==> src/rtl/uart_rx.sv <==
// 8N1 serial receiver (16x oversampled, LSB first) feeding a first-word-fall-through byte FIFO.
// Latency: ~9.5 bit periods + 3 clocks from start edge to rx_valid_o; no backpressure, full FIFO drops and sets rx_ovf_o.
`timescale 1ns/1ps
module uart_rx #(
  parameter int unsigned CLK_HZ     = 50000000,
  parameter int unsigned BAUD       = 115200,
  parameter int unsigned FIFO_DEPTH = 4
) (
  input  logic       sys_clk_i,
  input  logic       sys_rstn_i,
  input  logic       uart_rx_i,
  input  logic       rx_rd_i,
  input  logic       rx_err_clr_i,
  output logic [7:0] rx_dat_o,
  output logic       rx_valid_o,
  output logic       rx_ferr_o,
  output logic       rx_ovf_o
);

  localparam int unsigned AW      = (FIFO_DEPTH > 1) ? $clog2(FIFO_DEPTH) : 1;
  localparam logic [32:0] C_INC   = 33'(16 * BAUD);
  localparam logic [32:0] C_CLK   = 33'(CLK_HZ);
  localparam logic [AW:0] C_DEPTH = (AW + 1)'(FIFO_DEPTH);

  typedef enum logic [2:0] {
    S_IDLE,
    S_START,
    S_DATA,
    S_STOP,
    S_BRK
  } state_t;

  logic          r_sync1;
  logic          r_sync2;
  state_t        r_state;
  logic [31:0]   r_acc;
  logic [3:0]    r_tcnt;
  logic [2:0]    r_bit;
  logic [7:0]    r_shift;
  logic          r_ferr;
  logic          r_ovf;
  logic [7:0]    r_mem [FIFO_DEPTH];
  logic [AW-1:0] r_wptr;
  logic [AW-1:0] r_rptr;
  logic [AW:0]   r_cnt;

  state_t        w_state_nxt;
  logic [31:0]   w_acc_nxt;
  logic [3:0]    w_tcnt_nxt;
  logic [2:0]    w_bit_nxt;
  logic [7:0]    w_shift_nxt;
  logic          w_push;
  logic          w_ferr_set;
  logic          w_rxs;
  logic [32:0]   w_acc_sum;
  logic [31:0]   w_acc_diff;
  logic          w_tick;
  logic          w_full;
  logic          w_pop;
  logic          w_push_ok;
  logic          w_ovf_set;

  // Two-flop synchronizer; reset high so a line held low across reset is not a start edge.
  always_ff @(posedge sys_clk_i or negedge sys_rstn_i) begin
    if (!sys_rstn_i) begin
      r_sync1 <= 1'b1;
      r_sync2 <= 1'b1;
    end else begin
      r_sync1 <= uart_rx_i;
      r_sync2 <= r_sync1;
    end
  end

  assign w_rxs      = r_sync2;
  assign w_acc_sum  = {1'b0, r_acc} + C_INC;
  assign w_acc_diff = w_acc_sum[31:0] - C_CLK[31:0];
  assign w_tick     = (r_state != S_IDLE) && (w_acc_sum >= C_CLK);

  always_ff @(posedge sys_clk_i or negedge sys_rstn_i) begin
    if (!sys_rstn_i) begin
      r_state <= S_IDLE;
    end else begin
      r_state <= w_state_nxt;
    end
  end

  always_comb begin
    w_state_nxt = r_state;
    w_acc_nxt   = 32'd0;
    w_tcnt_nxt  = r_tcnt;
    w_bit_nxt   = r_bit;
    w_shift_nxt = r_shift;
    w_push      = 1'b0;
    w_ferr_set  = 1'b0;

    // Accumulator and tick counter only run outside IDLE so the phase starts at the edge.
    if (r_state != S_IDLE) begin
      w_acc_nxt = w_tick ? w_acc_diff : w_acc_sum[31:0];
      if (w_tick) begin
        w_tcnt_nxt = r_tcnt + 4'd1;
      end
    end

    case (r_state)
      S_IDLE: begin
        w_tcnt_nxt = 4'd0;
        if (!w_rxs) begin
          w_state_nxt = S_START;
        end
      end
      S_START: begin
        if (w_tick && (r_tcnt == 4'd7)) begin
          if (!w_rxs) begin
            w_state_nxt = S_DATA;
            w_tcnt_nxt  = 4'd0;
            w_bit_nxt   = 3'd0;
          end else begin
            w_state_nxt = S_IDLE;
          end
        end
      end
      S_DATA: begin
        if (w_tick && (r_tcnt == 4'd15)) begin
          w_shift_nxt = {w_rxs, r_shift[7:1]};
          w_bit_nxt   = r_bit + 3'd1;
          if (r_bit == 3'd7) begin
            w_state_nxt = S_STOP;
          end
        end
      end
      S_STOP: begin
        if (w_tick && (r_tcnt == 4'd15)) begin
          if (w_rxs) begin
            w_push      = 1'b1;
            w_state_nxt = S_IDLE;
          end else begin
            w_ferr_set  = 1'b1;
            w_state_nxt = S_BRK;
          end
        end
      end
      S_BRK: begin
        if (w_rxs) begin
          w_state_nxt = S_IDLE;
        end
      end
      default: begin
        w_state_nxt = S_IDLE;
      end
    endcase
  end

  always_ff @(posedge sys_clk_i or negedge sys_rstn_i) begin
    if (!sys_rstn_i) begin
      r_acc   <= 32'd0;
      r_tcnt  <= 4'd0;
      r_bit   <= 3'd0;
      r_shift <= 8'd0;
    end else begin
      r_acc   <= w_acc_nxt;
      r_tcnt  <= w_tcnt_nxt;
      r_bit   <= w_bit_nxt;
      r_shift <= w_shift_nxt;
    end
  end

  // A pop in the same cycle frees the slot, so a push into a full FIFO still lands.
  assign w_full    = (r_cnt == C_DEPTH);
  assign w_pop     = rx_rd_i && (r_cnt != '0);
  assign w_push_ok = w_push && (!w_full || w_pop);
  assign w_ovf_set = w_push && w_full && !w_pop;

  always_ff @(posedge sys_clk_i) begin
    if (w_push_ok) begin
      r_mem[r_wptr] <= r_shift;
    end
  end

  always_ff @(posedge sys_clk_i or negedge sys_rstn_i) begin
    if (!sys_rstn_i) begin
      r_wptr <= '0;
      r_rptr <= '0;
      r_cnt  <= '0;
    end else begin
      if (w_push_ok) begin
        r_wptr <= r_wptr + AW'(1);
      end
      if (w_pop) begin
        r_rptr <= r_rptr + AW'(1);
      end
      case ({w_push_ok, w_pop})
        2'b10:   r_cnt <= r_cnt + (AW + 1)'(1);
        2'b01:   r_cnt <= r_cnt - (AW + 1)'(1);
        default: r_cnt <= r_cnt;
      endcase
    end
  end

  // Set beats clear when both land in the same cycle.
  always_ff @(posedge sys_clk_i or negedge sys_rstn_i) begin
    if (!sys_rstn_i) begin
      r_ferr <= 1'b0;
      r_ovf  <= 1'b0;
    end else begin
      if (w_ferr_set) begin
        r_ferr <= 1'b1;
      end else if (rx_err_clr_i) begin
        r_ferr <= 1'b0;
      end
      if (w_ovf_set) begin
        r_ovf <= 1'b1;
      end else if (rx_err_clr_i) begin
        r_ovf <= 1'b0;
      end
    end
  end

  assign rx_valid_o = (r_cnt != '0);
  assign rx_dat_o   = rx_valid_o ? r_mem[r_rptr] : 8'h00;
  assign rx_ferr_o  = r_ferr;
  assign rx_ovf_o   = r_ovf;

endmodule

==> config.mk <==
export PLATFORM = sky130hd
export DESIGN_NAME = uart_rx
export DESIGN_NICKNAME = d
export VERILOG_FILES = /design/src/rtl/uart_rx.sv
export SDC_FILE = /design/constraint.sdc
export NUM_CORES = 1
export LEC_CHECK = 0
export CAP_MARGIN = 20
export CORE_MARGIN = 10
export CORE_UTILIZATION = 60
export CTS_CLUSTER_DIAMETER = 200
export DETAILED_ROUTE_END_ITERATION = 10
export GPL_ROUTABILITY_DRIVEN = 0
export PLACE_DENSITY = 0.78
export SLEW_MARGIN = 20
export SYNTH_ARGS = -nofsm -noshare
export SYNTH_HDL_FRONTEND = slang
export SYNTH_SLANG_ARGS = --single-unit
==> constraint.sdc <==
create_clock -name sys_clk_i -period 3.85 [get_ports sys_clk_i]
set_clock_uncertainty 0.15 [all_clocks]
set_input_delay 0.385 -clock sys_clk_i [delete_from_list [all_inputs] [get_ports sys_clk_i]]
set_output_delay 0.385 -clock sys_clk_i [all_outputs]
set_load 0.05 [all_outputs]
After elaboration in Yosys (flattened, before gate mapping)
Memories as Yosys holds them, arrays and structs flattened.
Cells that the tools add are included.
{"block": "word_totals", "ramBits": 32, "rom_bits": 0, "latchBits": 0, "regBits": 61, "in_bits": 5, "output_inout_bits": 11, "memories": 1}
{"block": "classes", "n_shift": 0, "n_mul": 0, "n_eq_ne": 17, "n_reduce_logical": 20, "n_div": 0, "muxes": 33, "n_lt_le_gt_ge": 1, "n_bitwise": 0, "n_addsub": 8}
{"name": "r_mem", "words": 4, "width": 8, "rd": 1, "rd_ports_with_merged_regs": 0, "wr": 1, "line_no": "42", "rtl": "logic [7:0] r_mem [FIFO_DEPTH];"}
{"op": "two-way mux 32 bit", "count": 2}
{"op": "adder 32 x 21 -> 33 bit, second input constant", "count": 1}
{"op": "greater-or-equal comparator 33 x 26 -> 1 bit, second input constant", "count": 1}
{"op": "subtractor 32 x 26 -> 32 bit, second input constant", "count": 1}
{"op": "two-way mux 3 bit", "count": 10}
{"op": "two-way mux 4 bit", "count": 4}
{"op": "case mux 3 bit (5 select lines)", "count": 1}
{"op": "!= test 2 bit, second input constant", "count": 7}
{"op": "case mux 3 bit (2 select lines)", "count": 2}
{"op": "two-way mux 1 bit", "count": 11}
{"op": "equality test 3 bit, second input constant", "count": 3}
{"op": "two-way mux 8 bit", "count": 1}
{"op": "case mux 4 bit (2 select lines)", "count": 1}
{"op": "nonzero test 2 bit", "count": 4}
{"op": "logical AND 1 bit", "count": 7}
{"op": "adder 3 x 1 -> 3 bit, second input constant", "count": 2}
{"op": "equality test 3 x 2 -> 1 bit, second input constant", "count": 2}
{"op": "AND reduction 6 bit", "count": 1}
{"op": "nonzero test 3 bit", "count": 2}
{"op": "adder 2 x 1 -> 2 bit, second input constant", "count": 2}
{"op": "adder 4 x 1 -> 4 bit, second input constant", "count": 1}
{"op": "equality test 4 x 3 -> 1 bit, second input constant", "count": 1}
{"op": "equality test 4 bit, second input constant", "count": 1}
{"op": "AND reduction 4 bit", "count": 1}
{"op": "other kinds (9)", "count": 10}

Logic depth before layout (Yosys ltp)
{"block": "logic_depth", "depth_word": 9, "mapped_depth": 15, "depth_no_buf": 14}

Worst setup path before layout
No wires, ideal clock.
{"block": "synth_timing", "path_kind": "flip-flop to flip-flop", "startpoint": "register r_acc[13]", "endpoint": "register r_cnt[2]", "path_stages_with_launch": 15, "arrival_ns": 3.094, "n_path_buf": 1, "required_ns": 3.620, "slack_ns": 0.526, "cell_sequence": "dfrtp_1 ha_1 xnor2_1 a211oi_2 o21bai_1 a2111oi_2 nand4_1 nand4_1 and2_1 buf_4 nor2_1 fa_1 nand2b_1 o31a_1 o211ai_2"}
{"block": "synth_via", "elab_chain_len": 9, "word_cells_on_any_way": 11}
{"element": "from (decl)", "line_no": "36", "rtl": "logic [31:0] r_acc;"}
{"element": "from (signal assigned)", "line_no": "160", "rtl": "r_acc <= w_acc_nxt;"}
{"element": "adder 32 x 21 -> 33 bit (*)", "line_no": "75", "rtl": "assign w_acc_sum = {1'b0, r_acc} + C_INC;"}
{"element": "greater-or-equal comparator 33 x 26 -> 1 bit (*)", "line_no": "77", "rtl": "assign w_tick = (r_state != S_IDLE) && (w_acc_sum >= C_CLK);"}
{"element": "logical AND 1 bit (*)", "line_no": "77"}
{"element": "logical AND 1 bit (*)", "line_no": "132", "rtl": "if (w_tick && (r_tcnt == 4'd15)) begin"}
{"element": "two-way mux 1 bit (*)", "line_no": "132"}
{"element": "two-way mux 1 bit (*)", "line_no": "104", "rtl": "case (r_state)"}
{"element": "logical AND 1 bit (*)", "line_no": "170", "rtl": "assign w_push_ok = w_push && (!w_full || w_pop);"}
{"element": "equality test 2 x 1 -> 1 bit / equality test 2 bit (equally long branches)", "line_no": "191", "rtl": "case ({w_push_ok, w_pop})"}
{"element": "case mux 3 bit (2 select lines) / nonzero test 2 bit (equally long branches)"}
{"element": "to (signal assigned)", "line_no": "192", "rtl": "2'b10: r_cnt <= r_cnt + (AW + 1)'(1);"}
{"element": "to (signal assigned)", "line_no": "193", "rtl": "2'b01: r_cnt <= r_cnt - (AW + 1)'(1);"}
{"element": "to (signal assigned)", "line_no": "194", "rtl": "default: r_cnt <= r_cnt;"}
{"element": "to (decl)", "line_no": "45", "rtl": "logic [AW:0] r_cnt;"}
Mark *: on every way between the ends. The rest lies on a longest branch, timed or not.
A chain may end at the register's enable or synchronous reset.

Final worst setup path
Same ends and word-level chain as after synthesis.

==> results.toml <==
[cells_and_area]
final_area_sq_um = 5260
diodes = 0
syn_to_final_growth_pct = 9.95
final_net_count = 461
finalCoreUtilization_pct = 68.0
drive_above_1_share_pct = 15.8
fillers = 566

[yosys]
yosysSeqAreaShare_pct = 48.4
synth_nets = 443
synthMuxAreaShare_pct = 7.07
ys_ff_latch = 86
synthXorXnorAreaFrac_pct = 8.37
synth_top_family_by_area = "simple AND/OR/NAND/NOR gates"
yosys_most_used_dff = "dfrtp_1"
yosysTopAreaCellShare_pct = 27.2
syn_inst = 427
synth.most_common_cell = "dfrtp_1"
yosys.area_share.simple_pct = 19.3
synth_edf_count = 32
synth_compound_area_share_pct = 10.8
synth_area_sq_um = 4780
async_reset_ff_share_pct = 62.8
synth_fa_ha_area_share_pct = 3.04
synth_commonest_cells = "dfrtp_1 (52), nor2_1 (41), edfxtp_1 (32)"
syn_avg_cell_area_sq_um = 11.2
synthDistinctLibCells = 77
synth_top_cell_by_area = "dfrtp_1"
ys_warn_count = 0
synthTopCellsByArea = "dfrtp_1 (27%), edfxtp_1 (20%), xnor2_1 (5.5%)"

[die]
fp.dieW_microns = 109
dieArea_sq_um = 11900
coreArea_sq_um = 7730
pin_count = 16
start_util_pct = 61.9
rows = 32
die_y_microns = 109

[critical_path]
critPathLaunchType = "flop"
cp_num_cells = 14
arrival_ps = 3730
worstPathMaxFanout = 7
max_stage_delay_ps = 470
cp_top_family = "simple AND/OR/NAND/NOR gates"
cp_slowest_cell = "dfrtp_1"
end_kind = "flop"
worstSetupPathType = "flop to flop"
crit_required_ps = 3980
r2r_cells = 14
crit_buf_inv = 1
critical_path.cell_chain = "ha_2 > and4_1 > nor2_1 > o221ai_1 > and3_2 > nand4b_1 > nand4_1 > buf_4 > and2_1 > nor2_1 > fa_1 > nand2b_1 > o31a_1 > o211ai_2"
crit_top_cell = "nor2_1"

[clocking]
path_clk_slew_ps = 90
cts_tree = "done"
cts_htree_levels = 3
numCtsBuffers = 9
cts_sinks = 86
clock_path_buffers = 2
worstSkewPairLatency_ps = 360
cts_root_buf = "clkbuf_8"

[placement]
hpwl_mm = 6.70
place_area_sq_um = 5010
portBuffers = 15

[route]
dr.first_iter.drc_count = 311
wl_per_cell_microns = 17.0
ant_nets = 0
routed_wl_mm = 9.40
vias = 3371
drt-vias-per-instance = 6.11
dr.pass1.iters = 6
drcViolationCount = 0

[global_route]
overflow = 0
grt_use_total_pct = 16.4
grt_pass1_wl_mm = 15.9
grt_pass1_vias = 3240
grt_max_degree = 42
antenna_found_initial = 0

[timing]
fmax_mhz = 278
slew-limit-headroom_pct = 61.0
whs_ps = 212
slew_viol_final = 0
fin_tns_setup_ps = 0
finalCritPeriodShare_pct = 93.6
rsz0062_at_grt = "no"
hold_viol = 0
finalCriticalPeriod_ps = 3600
worstMarginPinSlew_ps = 585
setup_viol = 0

[worst_hold_path]
hold_path_depth = 0
hold_class = "flop to flop"

[status]
status = "finished, final reports clean"

[power]
power_frac_seq_pct = 54.7
powerDensity_nw_per_um2 = 362
fin_total_pwr_mw = 1.90
p_int_mw = 1.38
swShare_pct = 27.4
p_clk_share_pct = 33.8
p_switching_uw = 521
p_leak_nw = 2.11
ir_worst_vdd_mv = 0.229
p_comb_share_pct = 11.4

[job]
cap_violations = 0
flip-flops by register name (all words and copies together) (netlist names):
register	count
r_cnt	3
r_acc	25
r_state	3
r_mem	32
r_shift	8
r_wptr	2
r_sync2	1
rx_ferr_o	1
r_rptr	2
r_sync1	1
r_bit	3
r_tcnt	4
rx_ovf_o	1
metrics by stage:
step | std cells | setup slack (ps)
6_report | 552 | 247
5_1_grt | 552 | 6.73
4_1_cts | 550 | 108
3_5_place_dp | 533 | 142
3_3_place_gp | 533 | 294
2_1_floorplan | 427 | 526
worst paths after layout:
path / start / end / slack (ps)
max in group asynchronous: sys_rstn_i / r_acc[15] / 2390
min in group asynchronous: sys_rstn_i / r_acc[31] / 300
min: r_sync1 / r_sync2 / 210
min reg2reg: r_sync1 / r_sync2 / 210
max reg2reg: r_acc[13] / r_cnt[2] / 250
max: r_acc[13] / r_cnt[2] / 250
layer usage:
layer | routed length [microns] | GRT usage [%]
met2 | 4590 | 27.3
met3 | 420 | 2.71
met5 | 0 | 0
met4 | 239 | 7.53
met1 | 4160 | 20.7
logic make-up after synthesis:
| family | after synthesis |
|---|---|
| and+or+nand+nor | 169 |
| DFF | 86 |
| AOI/OAI and AO/OA | 63 |
| xor gates and xnor gates | 44 |
| buffers and inverters | 32 |
| muxes | 22 |
| adders and majority gates | 11 |
timing repair:
action                                  CTS  global route
setup buffers                             0             2
hold buffers                              1             0
endpoints found under the hold margin    13             0
endpoints found under the setup margin    0            39
resized for setup                         0             3
layout by cell type (no fill, tap or decap), drive strengths merged, types with 4 or more instances in the layout:
cell           synthesis  routed
a21oi                 16      16
a31oi                  6       6
and2                  20      20
and3                   8       8
and4                   4       4
buf                    8       9
clkbuf                 9       9
clkdlybuf4s50          0      14
dfrtp                 52      52
edfxtp                32      32
ha                    10      10
inv                   15      17
mux2                  11      11
mux4                   8       8
nand2                 25      25
nand3                 20      20
nand4                 10      10
nand4b                 4       4
nor2                  42      42
nor3                  13      13
nor4                   4       4
o211ai                 4       4
o21ai                 11      11
or3                    7       7
xnor2                 31      31
xor2                  13      13
final cells by class:
type                            instances  area, sq um  share of cell area (%)
Multi-Input combinational cell        309         2340                    44.4
Sequential cell                        86         2310                    44.0
Timing Repair Buffer                   24          215                    4.09
Tap cell                              102          128                    2.43
Clock buffer                            9          124                    2.36
Clock inverter                          7         82.6                    1.57
Inverter                               15         56.3                    1.07
power by group through the flow:
| stage | clock network [mW] | logic (mW) | registers (mW) |
|---|---|---|---|
| floorplan | 0 | 0.205 | 1.01 |
| global placement | 0 | 0.208 | 1.06 |
| detailed placement | 0 | 0.218 | 1.06 |
| CTS | 0.656 | 0.220 | 1.04 |
| global route | 0.698 | 0.239 | 1.05 |
| finish | 0.643 | 0.218 | 1.04 |
Note: power is estimated with default switching activity, not from simulation.
==> edit 1, RTL diff (same flow settings) <==
Change the parameter `FIFO_DEPTH` from 4 to 2.
--- a/src/rtl/uart_rx.sv
+++ b/src/rtl/uart_rx.sv
@@ -4,7 +4,7 @@
 module uart_rx #(
   parameter int unsigned CLK_HZ     = 50000000,
   parameter int unsigned BAUD       = 115200,
-  parameter int unsigned FIFO_DEPTH = 4
+  parameter int unsigned FIFO_DEPTH = 2
 ) (
   input  logic       sys_clk_i,
   input  logic       sys_rstn_i,
Function: no difference found for any inputs over 10 cycles, from zero or initial values and one cycle with sys_rstn_i low; that may be too few to reach the edited logic, so the function may still have changed.
==> edit 1 against the original RTL <==
Final area is 17% lower; routed wire length is 9.1% lower; synthesized cell count is 7.0% lower; sequential cell count is 19 lower; highest routed layer unchanged; synthesized area is 18% lower; setup slack better by 0.064 ns; sequential share of layout area is 3.9 points lower.
Power is not compared: it rests on default switching activity, and its combinational part moved more than twofold at a synthesized area within 25%.
==> edit 1: results (changes against the original RTL) <==
detailed_routing:
  wl_um: 8550  # -9.1%
  vias_per_cell: 6.24  # +2.2%
  drtPass1Iterations: 5  # -1
  drt_iter0_drc: 238  # -23%
synth:
  synth_common_cells: "dfrtp_1 (49), nor2_1 (43), nand2_1 (24)"
  ys_types: 68  # -12%
  ys_seq_area_frac: 0.448  # -0.0364
  synth_edf_count: 16  # -50%
  synthArstFlopShare: 0.761  # +0.133
  syn_nets: 408  # -7.9%
sta:
  min_period_ns: 3.54  # -0.0636 ns
  holdWs_ns: 0.213  # +0.000863 ns
setup_path:
  r2r_slack_ns: 0.31  # +0.06 ns
  r2r_end: "r_acc[23]$_DFF_PN0_"
  cp.arrival_ns: 3.63  # -0.10 ns
  ff2ff_path_depth: 10  # -4
global_route:
  grt_max_degree: 32  # -24%
  grt_pass1_vias: 2883  # -11%
  grt_pass1_wl_um: 14100  # -11%
  grtUsageTotal: 0.171  # +0.00606
worst_hold_path:
  hp-class: "flop to flop"
run_status:
  status: "completed"
layout:
  fin_nets: 426  # -7.6%
  layout-drive-gt1-share: 0.131  # -0.0268
placement:
  dpl.hpwl_um: 5940  # -11%
  detailedPlace.worstSlack_ns: 0.386  # +0.245 ns
-- edit 1: cell families after synthesis --
family	share of synthesized area
XOR/XNOR	0.0691
buffers and inverters	0.0373
flip-flops	0.448
adder cells (fa/ha/maj)	0.0191
AND/OR/NAND/NOR	0.218
multiplexers	0.0659
AO/OA/AOI/OAI	0.143
-- edit 1: through the flow --
| stage | total power (W) | instances | instance area (um2) | utilization |
|---|---|---|---|---|
| detailed placement | 0.000760 | 480 | 4160 | 0.655 |
| finish | 0.00136 | 497 | 4380 | 0.690 |
| global route | 0.00141 | 497 | 4380 | 0.690 |
| floorplan | 0.000743 | 397 | 3930 | - |
| global placement | 0.000759 | 480 | 4160 | 0.655 |
| CTS | 0.00138 | 497 | 4380 | 0.690 |
-- edit 1: worst max-delay path by stage --
stage,to,cells after the start
CTS,r_mem[1][7]$_DFFE_PP_,9
floorplan,r_mem[0][0]$_DFFE_PP_,11
detailed placement,r_acc[23]$_DFF_PN0_,10
global placement,r_acc[23]$_DFF_PN0_,10
finish,r_acc[23]$_DFF_PN0_,10
global route,r_mem[1][4]$_DFFE_PP_,9
-- edit 1: layout make-up --
| type | instances | area [um2] |
|---|---|---|
| Clock buffer | 9 | 124 |
| Clock inverter | 7 | 85.1 |
| Fill cell | 454 | 1970 |
| Inverter | 13 | 48.8 |
| Multi-Input combinational cell | 297 | 2030 |
| Sequential cell | 67 | 1760 |
| Tap cell | 77 | 96.3 |
| Timing Repair Buffer | 27 | 238 |
-- edit 1: layer usage --
layer / up-vias / GRT usage / share of wire
li1: 1489 / - / -
met1: 1493 / 0.225 / 0.45
met2: 104 / 0.263 / 0.47
met3: 17 / 0.0405 / 0.062
met4: 0 / 0.0686 / 0.017
met5: - / 0 / 0
-- edit 1: worst max-delay path, stage by stage (launching register included) --
cell	delay (ns)
dfrtp_1	0.48
ha_1	0.32
and4_1	0.37
a31oi_1	0.17
or4_4	0.47
a31oi_4	0.24
nand4_4	0.18
buf_4	0.25
o31ai_1	0.37
o211ai_1	0.16
mux2_2	0.28
-- edit 1: where the power goes --
group	leakage, nW	internal, W	switching, W
Sequential	0.789	0.000725	0.00000131
Combinational	0.905	0.00000510	0.0000135
Clock	0.106	0.000310	0.000304
-- edit 1: repair_timing --
item,4_1_cts,5_1_grt
endpoints found under the hold margin,20,0
gates resized for setup,0,0
hold buffers,1,0
==> edit 2, RTL diff (config.mk and constraints unchanged) <==
Without the edit above. Register the output `rx_dat_o`, without a reset; this adds one clock of latency there. The other outputs are not delayed to match.
--- a/src/rtl/uart_rx.sv
+++ b/src/rtl/uart_rx.sv
@@ -216,7 +216,9 @@
   end
 
   assign rx_valid_o = (r_cnt != '0);
-  assign rx_dat_o   = rx_valid_o ? r_mem[r_rptr] : 8'h00;
+  always_ff @(posedge sys_clk_i) begin
+    rx_dat_o <= rx_valid_o ? r_mem[r_rptr] : 8'h00;
+  end
   assign rx_ferr_o  = r_ferr;
   assign rx_ovf_o   = r_ovf;
 
Function: no difference found for any inputs over 10 cycles, from zero or initial values and one cycle with sys_rstn_i low; that may be too few to reach the edited logic, so the function may still have changed.
==> edit 2 against the original RTL <==
Sequential power is 8% higher; routed wire length is 4.1% higher; hold slack better by 0.00080 ns; sequential cell count is 8 higher; setup slack worse by 0.15 ns; sequential share of layout area is 0.84 points higher; total power is 4.3% higher; synthesized area is 1.8% higher; non-clock buffer count is 23 higher; final area is 5.0% higher; largest power group unchanged.
==> edit 2: results (changes against the original RTL) <==
placement:
  dpl.hpwl_um: 6690  # -0.16%
  port_buffers: 15  # unchanged
  detailedPlace.worstSlack_ns: -0.00851  # -0.150 ns
  dp_cells: 554  # +3.9%
synth:
  muxShareOfSynthArea: 0.0635  # -0.00718
  syn_inst: 439  # +2.8%
  ys_seq_area_frac: 0.508  # +0.0242
  syn_nets: 455  # +2.7%
  ys_types: 75  # -2.6%
  synthArstFlopShare: 0.574  # -0.0534
  synthAdderAreaFrac: 0.0298  # -0.000546
  synth-compound-area-share: 0.0992  # -0.00836
  synthTopCellsByArea: "dfrtp_1 (27%), edfxtp_1 (20%), xnor2_1 (5.9%)"
  synth_common_cells: "dfrtp_1 (52), nor2_1 (52), xnor2_1 (33)"
  synth_edf_count: 32  # unchanged
  synth_xor_area_frac: 0.0774  # -0.00639
  synthFlopType: "dfrtp_1"
power:
  p_switching_w: 0.000571  # +9.5%
  p_leak_nw: 2.26  # +7.1%
  ir_drop_v: 0.000272  # +19%
setup_path:
  critPathMaxStageDelay_ns: 0.47  # about the same
  crit_slowest_cell: "or3b_2"
  crit_fanout: 6  # -1
  cp.arrival_ns: 3.86  # +0.13 ns
detailed_routing:
  drt-wirelength-per-cell_um: 16.9  # -0.76%
  drtPass1Iterations: 5  # -1
  vias_per_cell: 5.97  # -2.2%
  drt_iter0_drc: 219  # -30%
  vias: 3458  # +2.6%
worst_hold_path:
  hp-class: "flop to flop"
clocking:
  clk_pin_slew_ns: 0.10
  tritoncts.num_buffers: 9  # unchanged
  cts_max_path_buffers: 2  # unchanged
sta:
  worst_slew_margin_rel: 0.464  # -0.146
layout:
  num_antenna_cells: 0  # unchanged
  reg_top3: "r_mem: 32 flops, r_acc: 25 flops"
  layout-drive-gt1-share: 0.208  # +0.0498
  fin_nets: 488  # +5.9%
  nFillCells: 571  # +0.88%
global_route:
  grt_pass1_wl_um: 15800  # -0.18%
  grt_max_degree: 35  # -17%
  grt_pass1_vias: 3300  # +1.9%
  grtUsageTotal: 0.166  # +0.00198
run_status:
  status: "completed"
-- edit 2: changes by cell type after synthesis, sizes merged, moves of 4 or more --
cell and delta:
a31oi -6, buf +5, dfxtp +8, nand2 +4, nand4 -4, and2 -4
inv -5, nor2 +12
-- edit 2: power by group through the flow --
stage / logic [W] / registers (W) / clock network [W]
floorplan: 0.000196 / 0.00109 / 0
global placement: 0.000202 / 0.00114 / 0
detailed placement: 0.000210 / 0.00114 / 0
CTS: 0.000211 / 0.00112 / 0.000660
global route: 0.000247 / 0.00113 / 0.000698
finish: 0.000221 / 0.00112 / 0.000642
-- edit 2: timing repair --
action / in CTS / in global routing
pin swaps: 0 / 5
setup buffers: 2 / 6
hold endpoints to repair: 33 / 0
gates resized for setup: 0 / 15
hold buffers: 1 / 0
setup endpoints to repair: 1 / 19
-- edit 2: per-layer routing --
layer  part of all wire  GRT usage  routed length [um]
met5                  0          0                   0
met4              0.015     0.0558                 150
met3              0.047     0.0337                 456
met2               0.49      0.273                4840
met1               0.44      0.216                4340
-- edit 2: worst paths after layout --
check,from,to,slack [ns],depth (start not counted)
min in group asynchronous,sys_rstn_i,r_acc[20]$_DFF_PN0_,0.47,2
max in group asynchronous,sys_rstn_i,r_sync2$_DFF_PN1_,2.24,3
setup / recovery,r_acc[13]$_DFF_PN0_,r_shift[1]$_DFFE_PN0P_,0.10,12
setup reg to reg,r_acc[13]$_DFF_PN0_,r_shift[1]$_DFFE_PN0P_,0.10,12
hold reg to reg,r_sync1$_DFF_PN1_,r_sync2$_DFF_PN1_,0.21,0
hold / removal,r_sync1$_DFF_PN1_,r_sync2$_DFF_PN1_,0.21,0
-- edit 2: through the flow --
step / setup TNS, ns / instance area [um2] / power [W]
floorplan: 0 / 4880 / 0.00128
global placement: 0 / 5190 / 0.00134
detailed placement: -0.00851 / 5190 / 0.00135
CTS: 0 / 5420 / 0.00199
global route: -0.204 / 5520 / 0.00208
finish: 0 / 5520 / 0.00198
-- edit 2: critical path: cells and delay by family (launching register included) --
kind | cells | cell delay (ns)
compound gates | 2 | 0.41
simple gates | 5 | 1.68
fa+ha+maj | 1 | 0.25
mux | 1 | 0.31
buf+inv | 3 | 0.38
flops | 1 | 0.46
-- edit 2: cell families after synthesis --
kind of cell             count (synthesis)
AO/OA/AOI/OAI                           65
XOR/XNOR                                43
adder cells (fa/ha/maj)                 11
buffers and inverters                   35
flip-flops                              94
multiplexers                            19
AND/OR/NAND/NOR                        172
-- edit 2: cell type report --
cell class                      count  area share
Sequential cell                    94       0.449
Timing Repair Buffer               47      0.0703
Clock buffer                        9      0.0224
Clock inverter                      7      0.0136
Tap cell                          102      0.0231
Inverter                           10     0.00680
Multi-Input combinational cell    310       0.415
